## src/rtl/signedmul_arbiter.sv

```systemverilog
// signedmul_arbiter: round-robin sequencer sharing one combinational multiplier among NUM_REQ requesters.
// Defining SIGNEDMUL_ARB_PERF_EN adds per-requester 16-bit grant counters (grant_cnt, cnt_clr).
module signedmul_arbiter #(
    parameter int NUM_REQ = 4,
    parameter int DATA_W  = 16,
    parameter int MUL_LAT = 2,
    parameter int ID_W    = 2
) (
    input  logic                      clk,
    input  logic                      rst_n,
    input  logic [NUM_REQ-1:0]        req_valid,
    output logic [NUM_REQ-1:0]        req_ready,
    input  logic [NUM_REQ*DATA_W-1:0] req_a,
    input  logic [NUM_REQ*DATA_W-1:0] req_b,
    output logic [DATA_W-1:0]         mul_a,
    output logic [DATA_W-1:0]         mul_b,
    input  logic [DATA_W-1:0]         mul_c,
    output logic                      rsp_valid,
    input  logic                      rsp_ready,
    output logic [DATA_W-1:0]         rsp_data,
    output logic [ID_W-1:0]           rsp_id,
`ifdef SIGNEDMUL_ARB_PERF_EN
    input  logic                      cnt_clr,
    output logic [NUM_REQ*16-1:0]     grant_cnt,
`endif
    output logic                      busy
);
    localparam int CNT_W = $clog2(MUL_LAT + 1);
    typedef enum logic [1:0] {IDLE, WAIT, RESP} state_t;
    state_t             r_state;
    logic [ID_W-1:0]    r_rr_ptr;
    logic [CNT_W-1:0]   r_cnt;
    logic [DATA_W-1:0]  r_mul_a;
    logic [DATA_W-1:0]  r_mul_b;
    logic               r_rsp_valid;
    logic [DATA_W-1:0]  r_rsp_data;
    logic [ID_W-1:0]    r_rsp_id;
    logic [ID_W-1:0]    w_gnt;
    logic               w_gnt_vld;
    logic               w_fire;
    // Scan from farthest to nearest so the nearest valid requester after r_rr_ptr wins.
    always_comb begin
        int j;
        j = 0;
        w_gnt_vld = 1'b0;
        w_gnt = r_rr_ptr;
        for (int k = NUM_REQ; k >= 1; k--) begin
            j = (int'(r_rr_ptr) + k) % NUM_REQ;
            if (req_valid[j[ID_W-1:0]]) begin
                w_gnt_vld = 1'b1;
                w_gnt = j[ID_W-1:0];
            end
        end
    end
    assign w_fire    = rst_n & (r_state == IDLE) & w_gnt_vld;
    assign req_ready = w_fire ? (NUM_REQ'(1) << w_gnt) : '0;
    always_ff @(posedge clk or negedge rst_n) begin
        if (!rst_n) begin
            r_state     <= IDLE;
            r_rr_ptr    <= ID_W'(NUM_REQ - 1);
            r_cnt       <= '0;
            r_mul_a     <= '0;
            r_mul_b     <= '0;
            r_rsp_valid <= 1'b0;
            r_rsp_data  <= '0;
            r_rsp_id    <= '0;
        end else begin
            case (r_state)
                IDLE: if (w_fire) begin
                    r_mul_a  <= req_a[w_gnt*DATA_W +: DATA_W];
                    r_mul_b  <= req_b[w_gnt*DATA_W +: DATA_W];
                    r_rsp_id <= w_gnt;
                    r_rr_ptr <= w_gnt;
                    r_cnt    <= CNT_W'(MUL_LAT - 1);
                    r_state  <= WAIT;
                end
                WAIT: if (r_cnt == '0) begin
                    r_rsp_data  <= mul_c;
                    r_rsp_valid <= 1'b1;
                    r_state     <= RESP;
                end else begin
                    r_cnt <= r_cnt - 1'b1;
                end
                RESP: if (rsp_ready) begin
                    r_rsp_valid <= 1'b0;
                    r_state     <= IDLE;
                end
                default: r_state <= IDLE;
            endcase
        end
    end
    assign mul_a     = r_mul_a;
    assign mul_b     = r_mul_b;
    assign rsp_valid = r_rsp_valid;
    assign rsp_data  = r_rsp_data;
    assign rsp_id    = r_rsp_id;
    assign busy      = r_state != IDLE;
`ifdef SIGNEDMUL_ARB_PERF_EN
    for (genvar g = 0; g < NUM_REQ; g++) begin : g_cnt
        logic [15:0] r_gcnt;
        always_ff @(posedge clk or negedge rst_n) begin
            if (!rst_n)                          r_gcnt <= '0;
            else if (cnt_clr)                    r_gcnt <= '0;
            else if (req_valid[g] & req_ready[g]) r_gcnt <= r_gcnt + 16'd1;
        end
        assign grant_cnt[g*16 +: 16] = r_gcnt;
    end
`endif
endmodule

```

## config.mk

```make
export PLATFORM = sky130hd
export DESIGN_NAME = signedmul_arbiter
export DESIGN_NICKNAME = d
export VERILOG_FILES = /design/src/rtl/signedmul_arbiter.sv
export SDC_FILE = /design/constraint.sdc
export NUM_CORES = 1
export LEC_CHECK = 0
export CORE_ASPECT_RATIO = 1.4
export CORE_MARGIN = 2
export CORE_UTILIZATION = 39
export DETAILED_ROUTE_END_ITERATION = 10
export PLACE_DENSITY = 0.9
export SETUP_SLACK_MARGIN = 0.02
export SLEW_MARGIN = 10
export SYNTH_ARGS = -nofsm -noshare
export SYNTH_HDL_FRONTEND = slang
export SYNTH_SLANG_ARGS = --single-unit
```

## constraint.sdc

```tcl
create_clock -name clk -period 2.25 [get_ports clk]
set_input_delay 0.45 -clock clk [delete_from_list [all_inputs] [get_ports clk]]
set_output_delay 0.45 -clock clk [all_outputs]
set_load 0.02 [all_outputs]
```

Yosys cells after proc, flatten, opt, wreduce, memory -nomap -nowiden. Index checks and enable logic that the tools add are counted.

Bitwise logic cells: 2. Reduce and logical (&&, ||, !) cells: 10. Shift operators: 3. Mux-type cells: 26. $mul: 0. $add $sub $neg: 5. Div/mod/pow operators: 0. Equality and inequality tests: 6. $lt $le $gt $ge: 4.

Operators by type and width (count): $shiftx 64x7->16 (2); $mux 2 (8); $lt 2x3->1 const B (4); $mux 1 (10); $reduce_and 3->1 (3); $bmux 1 s2 (4); $ne 2x2->1 const B (4); $pmux 2 s3 (1); $reduce_bool 2->1 (3); $add 2x1->2 const B (2); $add 2x2->2 const B (2); $logic_not 2->1 (2); $mux 4 (1); $pmux 2 s2 (1); $reduce_and 2->1 (2); $shl 1x2->4 const A (1); $and 1x1->1 (2); $eq 2x1->1 const B (1); $eq 2x2->1 const B (1); $pmux 1 s2 (1); $sub 2x1->2 const B (1).

ROM bits: 0. Memories kept: 0. Logic and storage cells: 64. Latch bits: 0. Bits of input ports: 151. Register bits after elaboration: 57. Output and inout port bits: 56. RAM bits: 0.

Logic depth before layout (Yosys ltp). Gate-level depths: netlist of run 1.

Depth in word-level cells: 10. Depth in mapped cells: 8.

Least setup slack after synthesis of run 1. Ideal clock, no wire load.

Kind: flip-flop to output port. Start point: register r_rr_ptr[1]. End point: output req_ready[2]. Arrival time: 1857 ps. Stages on the path, launching flop included: 6. Data required time: 1800 ps. Path buffers: 2. Setup slack: -57 ps. Path through: dfstp_2 -> buf_4 -> mux2i_1 -> a221o_2 -> clkbuf_1 -> nor3_1.

Longest elaborated chain between the ends: 9.

RTL lines: from (decl) (RTL line 31) `logic [ID_W-1:0] r_rr_ptr;`; from (signal assigned) (RTL line 60) `r_rr_ptr <= ID_W'(NUM_REQ - 1);`; from (signal assigned) (RTL line 73) `r_rr_ptr <= w_gnt;`; $add 2x1->2 (RTL line 48) `j = (int'(r_rr_ptr) + k) % NUM_REQ;`; $bmux 1 s2 (RTL line 49) `if (req_valid[j[ID_W-1:0]]) begin`; $mux 1 (implied by the code) (RTL line 49); $mux 2 or $mux 1 (tied branches) (4 in a row) (RTL line 49); $shl 1x2->4 or $and 1x1->1 (tied branches) (RTL line 56, 55); $mux 4 * (RTL line 56) `assign req_ready = w_fire ? (NUM_REQ'(1) << w_gnt) : '0;`; to (decl) (RTL line 12) `output logic [NUM_REQ-1:0] req_ready,`.

Every way passes the cells marked *; elsewhere a longest branch is shown, timed or not. The select of a mux whose other input is x is not followed.

Final worst setup path of run 1.
Start point: register r_rr_ptr[1]. End point: output req_ready[3].

Same word-level chain as after synthesis.

==> impl_metrics.json, run 1 <==
{
  "synth.distinct_cells": 43,
  "post_synth_main_area_contributors": "sky130_fd_sc_hd__dfrtp_1, sky130_fd_sc_hd__a211oi_2, sky130_fd_sc_hd__mux2i_1",
  "run_status": "finished, violations left",
  "dp_hpwl_um": 9540,
  "floorplan.io_pins": 207,
  "layout-drive-gt1-share_pct": 22.2,
  "power.density_cell_area_mw_per_mm2": 1270,
  "postLayoutCellArea_mm2": 0.00634,
  "syn_area_mm2": 0.00363,
  "slowest_delay_ps": 610,
  "startpoint_type": "flop",
  "synth_top_area_share_pct": 37.9,
  "detail_route.wl_per_cell_um": 18.0,
  "antennaDiodeCount": 0,
  "layout.cells.most_common": "sky130_fd_sc_hd__clkdlybuf4s50_1",
  "async_flop_share_pct": 100,
  "total_power_mw": 8.06,
  "max_slew_margin_pct": 46.4,
  "worst_hold_slack_ps": 201,
  "vdd_drop_max_uv": 815,
  "layout.cells.most_common_list": "sky130_fd_sc_hd__clkdlybuf4s50_1, sky130_fd_sc_hd__dfrtp_1, sky130_fd_sc_hd__nor2_1, sky130_fd_sc_hd__nand2_1, sky130_fd_sc_hd__a211oi_2",
  "clk_tree_root_cell": "sky130_fd_sc_hd__clkbuf_16",
  "drt_wl_total_um": 12900,
  "critical_path_fanouts_max": 6,
  "failed_checks": "negative setup slack",
  "critical_setup_path_class": "flop to output pin",
  "reg2reg_capture_point": "mul_a[6]",
  "placed_area_mm2": 0.00597,
  "antenna_violations_before_repair": 0,
  "synth_top_area_cell": "sky130_fd_sc_hd__dfrtp_1",
  "floorplan.die.height_um": 118,
  "worst_setup_hold_path_clk_slew_ps": 60,
  "cts_max_level": 3,
  "rsz0062_at_grt": "true",
  "slew_violations": 0,
  "grt_pass1_wl_um": 20400,
  "ys_seq_elements": 57,
  "crit_path_start": "r_rr_ptr[1]",
  "fin_worst_skew_ps": 5.47,
  "gr_ovfl_total": 0,
  "cell_with_the_largest_stage_delay_on_the_worst_path": "sky130_fd_sc_hd__dfstp_2",
  "synthesis.area_per_instance_um2": 9.68,
  "initial_utilization_pct": 40.2,
  "drt_pass1_iterations": 4,
  "floorplan.core_area_mm2": 0.00903,
  "vias_in_the_first_global_route": 4279,
  "worst_reg_to_reg_path_cell_count": 8,
  "layout_overhead_on_the_synthesized_area_pct": 74.6,
  "timing.fmax_ghz": 0.434,
  "worst_slack_ps": -56.2,
  "worst_skew_pair_latency_ps": 330,
  "finalSetupViolations": 3,
  "synth_enable_flop_cells": 0,
  "place_inst": 694,
  "hold_crit_class": "primary input to asynchronous set/reset pin",
  "die_width_um": 85.5,
  "groute.usage.overall_pct": 25.5,
  "fp-row-count": 41,
  "drt-initial-drc-count": 140,
  "clock_sink_count": 57,
  "synth_nets": 527,
  "tightest_slew_ps": 802,
  "pin_count_of_the_biggest_net_entering_global_routing": 47,
  "p_leak_nw": 2.63,
  "cts-root-to-sink-buffers": 2,
  "reg2reg_slack_ps": 130,
  "dr_total_vias": 3903,
  "design.final.nets": 754,
  "die-area_mm2": 0.0101,
  "drv.max_cap_violation_count": 0,
  "gp_congestion": 0.838,
  "crit_arrival_ps": 1860,
  "layoutNonFillerInstCount": 714,
  "cts_made_buffers": 9,
  "synth_top_flop_cell": "sky130_fd_sc_hd__dfrtp_1",
  "port_buffers": 206,
  "worst_r2r_src": "r_rr_ptr[1]",
  "period_needed_ps": 2310,
  "timing.critical_path.cells": "mux2i_1, a221o_2, buf_12, nand2_8, nor2_2, buf_6",
  "hold_viol_final": 0,
  "synthesis.instances": 375,
  "postRouteAntennaNets": 0,
  "cts_tree": "done",
  "critical_path.endpoint_type": "output pin",
  "cp_data_required_time_ps": 1800,
  "fin_crit_sh_pct": 102,
  "setup.worst_path.end": "req_ready[3]",
  "route.detailed.drc": 0,
  "seq_area_frac_synth_pct": 39.4,
  "ys_warn_count": 0,
  "detail_route.vias_per_cell": 5.47
}
## cells in the mapped netlist, types with 2 or more instances
master,n
sky130_fd_sc_hd__dfrtp_1,55
sky130_fd_sc_hd__a211oi_1,10
sky130_fd_sc_hd__buf_6,5
sky130_fd_sc_hd__a211oi_2,36
sky130_fd_sc_hd__dfstp_2,2
sky130_fd_sc_hd__a21oi_1,11
sky130_fd_sc_hd__mux2_2,17
sky130_fd_sc_hd__buf_2,4
sky130_fd_sc_hd__clkbuf_1,15
sky130_fd_sc_hd__buf_4,5
sky130_fd_sc_hd__nor3_1,33
sky130_fd_sc_hd__nor2_1,42
sky130_fd_sc_hd__a221oi_1,10
sky130_fd_sc_hd__nand3b_1,2
sky130_fd_sc_hd__a31oi_1,9
sky130_fd_sc_hd__nand2_1,38
sky130_fd_sc_hd__o21ai_0,15
sky130_fd_sc_hd__inv_1,14
sky130_fd_sc_hd__nor2b_1,4
sky130_fd_sc_hd__mux2i_1,25
## worst min path at each step
stage / startpoint / to / slack [ps] / cells after the start
floorplan: rst_n / mul_a[0] / 150 / 0
global placement: rsp_id[1] / rsp_id[1] / 470 / 2
detailed placement: rsp_id[1] / rsp_id[1] / 480 / 2
CTS: rst_n / rsp_data[13] / 190 / 2
global route: rst_n / rsp_data[12] / 210 / 2
finish: rst_n / rsp_data[13] / 200 / 2
## layout make-up
cell class | instances | area (um2)
fill | 697 | 2690
inverter | 14 | 52.6
clock inverter | 6 | 42.5
sequential | 57 | 1430
tap | 107 | 134
timing repair buffer | 247 | 2430
multi-input combinational | 273 | 2010
clock buffer | 10 | 239
## report_power, final
part           internal, mW  switching (mW)  total (mW)
sequential             1.56           0.315        1.88
clock                 0.776           0.510        1.29
combinational          2.37            2.53        4.90
## critical path: cells and delay by family (launching register included)
kind            cells  cell delay (ps)
buf+inv             2              290
mux                 1              110
compound gates      1              420
flops               1              610
simple gates        2              100
## state kept, by name (all words and copies together) (netlist names)
register	cells
r_cnt	2
rsp_valid	1
rsp_id	2
r_state	2
mul_a	16
rsp_data	16
r_rr_ptr	2
mul_b	16
## metrics by stage
| step | setup WS (ps) | TNS (ps) | util (%) |
|---|---|---|---|
| floorplan | 96.5 | 0 | - |
| global placement | -585 | -14180 | 66.1 |
| detailed placement | -631 | -17920 | 66.1 |
| CTS | -93.9 | -209 | 69.4 |
| global route | -102 | -384 | 70.2 |
| finish | -56.2 | -132 | 70.2 |
## per-layer routing
metal	track usage [%]	wire length (um)	part of all wire, %
met3	5.80	708	5.5
met1	26.1	4490	35
met5	0	0	0
met4	12.8	490	3.8
met2	47.2	7160	56
## kinds of logic after synthesis
| family | after synthesis | synth area share, % |
|---|---|---|
| AND/OR/NAND/NOR | 130 | 16.6 |
| AO/OA/AOI/OAI | 100 | 24.8 |
| flip-flops | 57 | 39.4 |
| buffers and inverters | 45 | 6.65 |
| multiplexers | 42 | 12.2 |
| adder cells (fa/ha/maj) | 1 | 0.345 |
## repair_timing
action / in CTS / in global routing
setup endpoints to repair: 34 / 27
buffers inserted: 1 / 3
gates resized for setup: 30 / 13
pin swaps: 2 / 2
hold buffers: 0 / 0
Note: power is estimated with default switching activity, not from simulation.
==> run 2: changes to the inputs <==
- CAP_MARGIN: not set -> 25
==> results of run 2 <==
The final DEF is identical to that of run 1; final timing and power are the same.
